## src/rtl/rng_harvester_if.sv

```systemverilog
// Stream bus between the RNG generator, the harvester and the entropy consumer.
// Both directions are valid/ready: a beat transfers on a rising edge where valid && ready; the sender holds data stable while valid is high and ready is low.
interface rng_harvester_if;
    logic [15:0] rng_in;
    logic        in_valid;
    logic        in_ready;
    logic [15:0] out_data;
    logic        out_valid;
    logic        out_ready;

    modport master (
        output rng_in, in_valid, out_ready,
        input  in_ready, out_data, out_valid
    );

    modport slave (
        input  rng_in, in_valid, out_ready,
        output in_ready, out_data, out_valid
    );
endinterface

```

## src/rtl/rng_harvester.sv

```systemverilog
// Repetition-count health test plus von Neumann debiasing of a 16-bit RNG stream.
// Surviving bits are packed LSB-first into 16-bit words and queued in an output FIFO.
module rng_harvester #(
    parameter int RCT_LIMIT  = 4,
    parameter int FIFO_DEPTH = 4,
    localparam int AW = $clog2(FIFO_DEPTH)
) (
    input  logic                clk,
    input  logic                rst,
    rng_harvester_if.slave      bus,
    input  logic                clear_alarm,
    output logic                alarm,
    output logic [AW:0]         fifo_level
);
    typedef enum logic {RUN, ALARM} state_t;

    state_t        state, state_nxt;
    logic [15:0]   prev;
    logic          prev_valid;
    logic [3:0]    run_len;
    logic [23:0]   acc;
    logic [4:0]    acc_cnt;
    logic [15:0]   mem [FIFO_DEPTH];
    logic [AW-1:0] wr_ptr, rd_ptr;

    logic          accept, pop, push, trip;
    logic [3:0]    run_nxt;
    logic [7:0]    deb_bits;
    logic [3:0]    deb_n;
    logic [23:0]   merged;
    logic [4:0]    merged_cnt;

    assign bus.in_ready  = fifo_level < (AW+1)'(FIFO_DEPTH);
    assign bus.out_valid = fifo_level != '0;
    assign bus.out_data  = mem[rd_ptr];
    assign alarm         = state == ALARM;
    assign accept        = bus.in_valid && bus.in_ready;
    assign pop           = bus.out_valid && bus.out_ready;

    // Compact the emitted bits of this word into deb_bits[deb_n-1:0], pair 0 first.
    always_comb begin
        deb_bits = '0;
        deb_n    = '0;
        for (int k = 0; k < 8; k++) begin
            if (bus.rng_in[2*k+1] != bus.rng_in[2*k]) begin
                deb_bits[deb_n[2:0]] = bus.rng_in[2*k+1];
                deb_n = deb_n + 4'd1;
            end
        end
    end

    always_comb begin
        state_nxt  = state;
        trip       = 1'b0;
        push       = 1'b0;
        run_nxt    = 4'd1;
        merged     = acc | ({16'b0, deb_bits} << acc_cnt);
        merged_cnt = acc_cnt + {1'b0, deb_n};
        if (prev_valid && bus.rng_in == prev) begin
            run_nxt = run_len + 4'd1;
        end
        case (state)
            RUN: begin
                if (accept) begin
                    if (run_nxt == 4'(RCT_LIMIT)) begin
                        trip      = 1'b1;
                        state_nxt = ALARM;
                    end else begin
                        push = merged_cnt >= 5'd16;
                    end
                end
            end
            ALARM: begin
                if (clear_alarm) begin
                    state_nxt = RUN;
                end
            end
            default: state_nxt = RUN;
        endcase
    end

    always_ff @(posedge clk or posedge rst) begin
        if (rst) begin
            state <= RUN;
        end else begin
            state <= state_nxt;
        end
    end

    always_ff @(posedge clk or posedge rst) begin
        if (rst) begin
            prev       <= '0;
            prev_valid <= 1'b0;
            run_len    <= '0;
            acc        <= '0;
            acc_cnt    <= '0;
        end else if (state == ALARM) begin
            if (clear_alarm) begin
                prev_valid <= 1'b0;
                run_len    <= '0;
                acc        <= '0;
                acc_cnt    <= '0;
            end
        end else if (accept) begin
            prev       <= bus.rng_in;
            prev_valid <= 1'b1;
            run_len    <= run_nxt;
            if (trip) begin
                acc     <= '0;
                acc_cnt <= '0;
            end else if (push) begin
                acc     <= merged >> 16;
                acc_cnt <= merged_cnt - 5'd16;
            end else begin
                acc     <= merged;
                acc_cnt <= merged_cnt;
            end
        end
    end

    // A push only happens on an accept, which already guarantees a free slot.
    always_ff @(posedge clk or posedge rst) begin
        if (rst) begin
            wr_ptr     <= '0;
            rd_ptr     <= '0;
            fifo_level <= '0;
            for (int i = 0; i < FIFO_DEPTH; i++) begin
                mem[i] <= '0;
            end
        end else begin
            if (push) begin
                mem[wr_ptr] <= merged[15:0];
                wr_ptr      <= wr_ptr + 1'b1;
            end
            if (pop) begin
                rd_ptr <= rd_ptr + 1'b1;
            end
            case ({push, pop})
                2'b10:   fifo_level <= fifo_level + 1'b1;
                2'b01:   fifo_level <= fifo_level - 1'b1;
                default: fifo_level <= fifo_level;
            endcase
        end
    end
endmodule

```

## src/flat_wrapper.sv

```systemverilog
// flat-port wrapper written by rule: the top's interface ports become plain ports
module rng_harvester_flat 
#(
    parameter int RCT_LIMIT  = 4,
    parameter int FIFO_DEPTH = 4,
    localparam int AW = $clog2(FIFO_DEPTH)
)
  (clk, rst, clear_alarm, alarm, fifo_level, bus_rng_in, bus_in_valid, bus_out_ready, bus_in_ready, bus_out_data, bus_out_valid);
  rng_harvester_if bus_i ();
  input  logic clk;
  input  logic rst;
  input  logic clear_alarm;
  output logic alarm;
  output logic [AW:0] fifo_level;
  input wire logic [$bits(bus_i.rng_in)-1:0] bus_rng_in;
  input wire logic [$bits(bus_i.in_valid)-1:0] bus_in_valid;
  input wire logic [$bits(bus_i.out_ready)-1:0] bus_out_ready;
  output wire logic [$bits(bus_i.in_ready)-1:0] bus_in_ready;
  output wire logic [$bits(bus_i.out_data)-1:0] bus_out_data;
  output wire logic [$bits(bus_i.out_valid)-1:0] bus_out_valid;
  assign bus_i.rng_in = bus_rng_in;
  assign bus_i.in_valid = bus_in_valid;
  assign bus_i.out_ready = bus_out_ready;
  assign bus_in_ready = bus_i.in_ready;
  assign bus_out_data = bus_i.out_data;
  assign bus_out_valid = bus_i.out_valid;
  rng_harvester #(.RCT_LIMIT(RCT_LIMIT), .FIFO_DEPTH(FIFO_DEPTH)) u_core (.clk(clk), .rst(rst), .bus(bus_i), .clear_alarm(clear_alarm), .alarm(alarm), .fifo_level(fifo_level));
endmodule
```

## config.mk

```make
export PLATFORM = sky130hd
export DESIGN_NAME = rng_harvester_flat
export DESIGN_NICKNAME = d
export VERILOG_FILES = /design/src/rtl/rng_harvester_if.sv /design/src/rtl/rng_harvester.sv /design/src/flat_wrapper.sv
export SDC_FILE = /design/constraint.sdc
export NUM_CORES = 1
export LEC_CHECK = 0
export ABC_CLOCK_PERIOD_IN_PS = 5100
export CAP_MARGIN = 20
export CORE_UTILIZATION = 50
export DETAILED_ROUTE_END_ITERATION = 7
export PLACE_DENSITY = 0.77
export RECOVER_POWER = 25
export SETUP_SLACK_MARGIN = 0.4
export SYNTH_ARGS = -nofsm -noshare
export SYNTH_HDL_FRONTEND = slang
export SYNTH_SLANG_ARGS = --single-unit
```

## constraint.sdc

```tcl
create_clock -name clk -period 5.1 [get_ports clk]
set_input_delay 1.02 -clock clk [delete_from_list [all_inputs] [get_ports clk]]
set_output_delay 1.02 -clock clk [all_outputs]
set_load 0.005 [all_outputs]
```

## Word-level counts from Yosys, hierarchy flattened

Cells that the tools add are included.

- Muxes and demuxes: 69
- Eq/ne operators: 13
- Div/mod/pow operators: 0
- $mul: 0
- Reduce and logical (&&, ||, !) cells: 16
- Bitwise operators: 4
- Add/subtract/negate cells: 14
- Order comparisons: 19
- Shift operators: 1

Operator list:

| cell | count |
|---|---|
| 24-bit 2-to-1 mux | 5 |
| 64-bit bitwise mux | 1 |
| 8-bit bitwise mux | 7 |
| 8-bit 2-to-1 mux | 7 |
| 16-bit 2-to-1 mux | 3 |
| 4-bit 2-to-1 mux | 11 |
| 16-bit binary-select mux with 2-bit select | 1 |
| 16-bit demux with 2-bit select | 1 |
| 4-bit by 1-bit adder with 4-bit output (second input constant) | 7 |
| 5-bit 2-to-1 mux | 5 |
| 3-bit by 4-bit less-than comparator with 1-bit output (second input constant) | 6 |
| 24-bit bitwise OR | 1 |
| 8-bit by 5-bit << shifter with 24-bit output | 1 |
| 1-bit demux with 3-bit select | 7 |
| 1-bit 2-to-1 mux | 19 |
| 3-bit by 1-bit >= comparator with 1-bit output (second input constant) | 6 |
| 16-bit equality test | 1 |
| 1-bit logical AND | 11 |
| 1-bit != test | 8 |
| 3-bit >= comparator (second input constant) | 2 |
| 2-bit inverter with 3-bit output | 2 |
| 3-bit one-hot mux with 2 select lines | 1 |
| 5-bit by 4-bit adder with 5-bit output | 1 |
| 5-bit >= comparator (second input constant) | 1 |
| other kinds (18) | 21 |

- Bits in latches: 0
- Logic and storage cells: 149
- Memories: 0
- Bits in registers: 122
- Memory bits (writable): 0
- Bits in read-only memories: 0
- Output and inout bits: 22

## Depth between registers and ports, before layout

- Depth in word-level cells: 26
- Depth in mapped cells: 41

## Least setup slack after synthesis

Ideal clock, no wire load.

- Path kind: input-to-reg
- From: input bus_rng_in[3]
- To: register u_core.fifo_level[2]
- Slack: -2674 ps
- Buffers on the path: 2
- Arrival time: 7694 ps
- Stages on the path: 38
- Path through: clkbuf_1 xor2_1 fa_1 ha_1 nand2_1 o21a_1 inv_2 ha_1 and2_1 a211oi_2 inv_2 ha_1 nand2_1 a21boi_2 inv_1 buf_2 ha_1 nand2_1 (+2 left out) inv_2 ha_1 nand2_1 o21ai_0 inv_1 fa_1 nor2b_1 o21ai_0 nand2b_1 xnor2_1 nor2_1 inv_1 ha_1 inv_1 fa_1 xor2_1 nor2_1 xnor2_1

- Cells in the longest elaborated chain, start to end: 21
- Elaborated cells between the ends (all ways): 27
- Those cells by class: 7 x add/sub; 1 x order compare; 5 x eq/ne; 12 x mux; 2 x reduce/logical

RTL lines:

| what | line | RTL |
|---|---|---|
| from (decl) | flat_wrapper.sv:15 | `input wire logic [$bits(bus_i.rng_in)-1:0] bus_rng_in;` |
| 1-bit != test | rng_harvester.sv:45 | `if (bus.rng_in[2*k+1] != bus.rng_in[2*k]) begin` |
| 4-bit 2-to-1 mux | rng_harvester.sv:45 |  |
| 4-bit by 1-bit adder with 4-bit output | rng_harvester.sv:47 | `deb_n = deb_n + 4'd1;` |
| 4-bit 2-to-1 mux | rng_harvester.sv:45 |  |
| 4-bit by 1-bit adder with 4-bit output | rng_harvester.sv:47 |  |
| 4-bit 2-to-1 mux | rng_harvester.sv:45 |  |
| 4-bit by 1-bit adder with 4-bit output | rng_harvester.sv:47 |  |
| 4-bit 2-to-1 mux | rng_harvester.sv:45 |  |
| (+5 left out) | - |  |
| 4-bit 2-to-1 mux | rng_harvester.sv:45 |  |
| 5-bit by 4-bit adder with 5-bit output | rng_harvester.sv:58 | `merged_cnt = acc_cnt + {1'b0, deb_n};` |
| 5-bit >= comparator | rng_harvester.sv:69 | `push = merged_cnt >= 5'd16;` |
| 1-bit 2-to-1 mux * | rng_harvester.sv:65 | `if (run_nxt == 4'(RCT_LIMIT)) begin` |
| 1-bit 2-to-1 mux * | rng_harvester.sv:64 | `if (accept) begin` |
| 1-bit 2-to-1 mux * | rng_harvester.sv:62 | `case (state)` |
| 2-bit by 1-bit equality test with 1-bit output / 2-bit equality test (equally long branches) | rng_harvester.sv:138 | `case ({push, pop})` |
| 3-bit one-hot mux with 2 select lines / 2-bit nonzero test (equally long branches) | - |  |
| to (signal assigned) | rng_harvester.sv:139 | `2'b10: fifo_level <= fifo_level + 1'b1;` |
| to (signal assigned) | rng_harvester.sv:140 | `2'b01: fifo_level <= fifo_level - 1'b1;` |
| to (signal assigned) | rng_harvester.sv:141 | `default: fifo_level <= fifo_level;` |
| to (decl) | rng_harvester.sv:13 | `output logic [AW:0] fifo_level` |

Mark *: on every way between the ends. The rest lies on a longest branch, timed or not.
A chain may end at the register's enable or synchronous reset.

## Worst setup path in the final report

- From: input bus_rng_in[0]
- To: register u_core.acc[2]

- Cells in the longest elaborated chain, start to end: 26
- Elaborated cells between the ends (all ways): 84
- Those cells by class: 8 x add/sub; 15 x order compare; 3 x eq/ne; 1 x shift; 48 x mux; 1 x bitwise; 8 x reduce/logical

RTL lines:

| what | line | RTL |
|---|---|---|
| branches (longest 23 deep; another with 4-bit by 1-bit adder with 4-bit output) | - |  |
| 24-bit 2-to-1 mux * | rng_harvester.sv:108 | `if (trip) begin` |
| 24-bit 2-to-1 mux * | rng_harvester.sv:104 | `end else if (accept) begin` |
| 24-bit 2-to-1 mux * | rng_harvester.sv:97 | `end else if (state == ALARM) begin` |
| to (signal assigned) | rng_harvester.sv:112 | `acc <= merged >> 16;` |
| to (signal assigned) | rng_harvester.sv:115 | `acc <= merged;` |
| to (decl) | rng_harvester.sv:21 | `logic [23:0] acc;` |

Mark *: on every way between the ends. The select of a mux whose other input is x is not followed.

==> results.txt <==
The quantity of I/O buffers inserted on ports came out at 42. The global-route track usage on met3 came out at 0.0855. The iteration-0 DRC count of the detailed router came out at approximately 1,100. The number of nets in the layout came out at 1,131.

The number of global-route vias before repair came out at approximately 8,100. The initial antenna violation count is 0. The remaining antenna violation count is 0. The adder and majority gate portion of the synthesized area is 0.0382. The mux contribution to synthesized area is 0.105.

The tree built by TritonCTS fans out to 122 sinks. The die area came out at 0.0167 sq mm. The worst hold path begins at u_core.prev_valid.

The routed wire length is 33,900 um. Among all flip-flop cells after synthesis, the most frequent one is dfrtp_1. The number of pins with negative max-slew slack in the final report is 77. The worst endpoint data arrival time is roughly 7300 ps.

The critical path class is input port to flip-flop. The relative contribution of the clock network to total power came out at 0.164. The post-detailed-route wirelength per cell is ~26 um. The peak clock frequency supported by timing is approximately 140 MHz.

Of all nets on the critical path, the largest fanout is 6. The share of synthesized flip-flops with an asynchronous set or reset came out at 1.00. The minimum clock period after layout is around 6900 ps. The flop-to-flop setup slack came out at 1020 ps. In this run the vertical extent of the chip is around 130 um. The endpoint type of the worst setup path is a flip-flop. The instance area after placement is 0.0101 sq mm. The weighted congestion at the end of routability-driven global placement came out at 0.926. The clock insertion delay at the later pin of the skew report came out at 440 ps.

The die extent in x is 129 um. The share of total power dissipated in sequential elements is 0.232. The worst setup path is launched from an input port. The maximum buffer depth of the clock tree is 2. The power per unit of standard cell area is 640 mW/mm^2. The switching share of total power is 0.447. The number of H-tree branching levels came out at 4.

The detailed-routing iteration count for the pre-antenna-repair pass is 6. TritonCTS built the clock tree. The met1 global-route usage is 0.393.

The path with the worst hold slack has its endpoint at u_core.prev_valid. The run finished, with violations left. The share of the core filled with cells in the final layout is 0.772. The starting density of the core is 0.511. The switching power is 0.00351 W. The tool flagged a number of max-cap violations equal to 1. The met2 usage in global routing came out at 0.568. The first global-routing pass estimated 42,600 um of wire. The transition time of the tightest slew-check pin is between 1500 and 2000 ps. The number of distinct library cells after synthesis came out at 93. The worst-case headroom to the max-slew limit is -0.314. The number of CTS-inserted buffers is 17.

The synthesized netlist occupies a cell area of 0.00812 sq mm. The critical path data required time came out at 5460 ps. The register clock-pin slew on the reported worst setup and hold paths is 60 ps.

The startpoint identified for the worst register-to-register timing path is u_core.acc_cnt[1]. The share of the clock period used by the worst path is 1.36. The combinational family with the most area after synthesis is compound AO/OA/AOI/OAI gates. The clock root buffer master is clkbuf_16. The post-layout total power came out at 0.00784 W. The overall via count from detail_route is 8,865. The core region is 0.0159 sq mm. The placed wire-length estimate is 16,200 um. After detailed routing, the number of vias per cell comes to 6.74. The final instance count without filler cells came out at about 1,300. The worst hold path belongs to the class flip-flop to flip-flop. The xor and xnor area share after synthesis is 0.0707. The overflow left after global routing is 0. The power share of the combinational group came out at 0.603. In the layout the commonest cells are 174 x buf_4, 122 x dfrtp_1, 55 x nand2_1, 42 x nor2_1, 35 x clkdlybuf4s50_1.

VDD sags by at most 0.349 mV. The post-route cell area came out at ~0.012 sq mm. The compound-cell area share of the yosys netlist is 0.208. The share of layout cells above drive strength 1 came out at 0.460.

The share of the Yosys chip area taken by registers is 0.376. During I/O placement, the number of pins put on the boundary was 43. Setup repair after global routing could not meet its margin everywhere.

The final worst clock skew is ~15 ps. The number of antenna diodes in the final layout is 0. The final-report setup violation count is 95. The cell count after synthesis is 853. The placement row count is 46.

Counting cells, the worst reg-to-reg path comes to 13. Of the post-synthesis cell area, the dominant cell type holds 0.376. By instance count, the cell type seen most on the critical path is ha_4. The number of hold violations in the final report was 0. The mean instance size in the synthesized netlist came out at 9.52 sq um. The count of yosys warnings during synthesis is 0. The number of design rule violations left after detail routing is 0. From synthesis to final layout, the design area changed by 51.0%. The delay of the slowest critical-path stage is 760 ps. The setup slack of the critical path after layout came out at -1820 ps. Leaving out fill and tap cells, the most frequent cell in the layout is buf_4. Of all cell types, the one taking the most synthesized area is dfrtp_1.

The final reports fail on capacitance limit, slew limit, setup timing. The post-synthesis share of cell area spent on and, or, nand and nor gates came out at 0.160. The number of cells on the worst hold path came out at 1. The end of the worst register-to-register path is u_core.acc[2]. The worst-path cell with the longest stage delay is nor3_1. The layer carrying the most global-route usage is met2. The synthesized flop and latch total came out at 122.

Hold repair after CTS inserted 0 buffers. Setup total negative slack on the finished layout was measured at -115,390 ps. The maximum number of pins on one net before global-route repair is 81.

Across every metal layer, demand over resource in global routing totals 0.335. By area the synthesized netlist is led by dfrtp_1 38%, mux4_2 5.3%, nand2_1 4.8%. The number of flops mapped to enable cells by yosys came out at 0. Once placement completed, the tool counted placed cells totaling 1,241. The internal power of the cells totals 0.00434 W. Counting every net in the synthesized netlist gives between 800 and 900.

The cell leakage power is ~5.2 nW.
layout make-up:
cell class | count | area [sq um]
multi-input cells | 648 | 5690
well taps | 216 | 270
fillers | 896 | 3620
clock buffers | 18 | 439
inverters | 34 | 136
repair buffers | 264 | 2500
flip-flops and latches | 122 | 3050
clock inverters | 14 | 171
flip-flops by register name, summed over array words and instances, names as in the netlist:
signal,count
u_core.prev_valid,1
u_core.mem,64
u_core.wr_ptr,2
u_core.run_len,4
u_core.acc,24
u_core.fifo_level,3
u_core.alarm,1
u_core.rd_ptr,2
u_core.acc_cnt,5
u_core.prev,16
worst max-delay path by stage:
stage / start / endpoint / cells past startpoint
after global routing: bus_rng_in[0] / u_core.acc[2] / 38
after global placement: bus_rng_in[0] / u_core.fifo_level[2] / 39
after CTS: bus_rng_in[0] / u_core.fifo_level[2] / 39
after detailed placement: bus_rng_in[0] / u_core.acc[2] / 37
final: bus_rng_in[0] / u_core.acc[2] / 38
after floorplan: bus_rng_in[5] / u_core.fifo_level[2] / 40
synthesized netlist by cell type, drive strengths merged, types with 4 or more instances:
| cell type | instances |
|---|---|
| o21a | 5 |
| nor3 | 16 |
| a21oi | 52 |
| ha | 20 |
| a32oi | 4 |
| clkbuf | 35 |
| or2 | 4 |
| inv | 33 |
| xor2 | 15 |
| or3 | 9 |
| o22ai | 9 |
| nor2 | 67 |
| o32ai | 4 |
| o221ai | 8 |
| a221o | 4 |
| nand3 | 15 |
| and3 | 5 |
| a31oi | 12 |
| nor2b | 11 |
| xnor2 | 29 |
| nand4 | 7 |
| a22oi | 4 |
| o211a | 5 |
| nand2b | 9 |
| and2 | 11 |
| o211ai | 5 |
| mux2i | 22 |
| mux2 | 18 |
| a311oi | 5 |
| dfrtp | 122 |
| o21ai | 72 |
| a21o | 4 |
| a211oi | 8 |
| nor4 | 5 |
| buf | 14 |
| nand2 | 105 |
| o31ai | 14 |
| mux4 | 19 |
kinds of logic (layout without fill, tap and decap cells):
family / after synthesis / in the layout
flip-flops: 122 / 122
XOR/XNOR: 47 / 47
AO/OA/AOI/OAI: 243 / 243
buffers and inverters: 83 / 330
AND/OR/NAND/NOR: 276 / 276
multiplexers: 59 / 59
adder cells (fa/ha/maj): 23 / 23
power by group through the flow:
stage / registers (W) / logic, W / clock network, W
2_1_floorplan: 0.00149 / 0.00221 / 0
3_3_place_gp: 0.00167 / 0.00337 / 0
3_5_place_dp: 0.00169 / 0.00346 / 0
4_1_cts: 0.00170 / 0.00379 / 0.00124
5_1_grt: 0.00183 / 0.00496 / 0.00133
6_report: 0.00182 / 0.00473 / 0.00129
metrics by stage:
| stage | hold WS, ps | worst slack [ps] |
|---|---|---|
| after floorplan | 441 | -2100 |
| after global placement | 457 | -2040 |
| after detailed placement | 465 | -2170 |
| after CTS | 481 | -1310 |
| after global routing | 507 | -1980 |
| final | 498 | -1820 |
per-layer routing:
layer / vias to the layer above / share of wire
li1: 3587 / -
met1: 4227 / 0.33
met2: 756 / 0.47
met3: 295 / 0.11
met4: 0 / 0.083
met5: - / 0
critical path, delay by kind of cell:
| family | cells | cell delay [ps] |
|---|---|---|
| and+or+nand+nor | 11 | 1850 |
| adders and majority gates | 8 | 1820 |
| AOI/OAI and AO/OA | 7 | 1140 |
| buffers and inverters | 10 | 1010 |
| xor gates and xnor gates | 2 | 400 |
timing repair:
item,4_1_cts,5_1_grt
resized for setup,117,194
setup endpoints to repair,96,96
pin swaps,30,64
cloned,5,6
buffers inserted,16,14
Note: power is estimated with default switching activity, not from simulation.
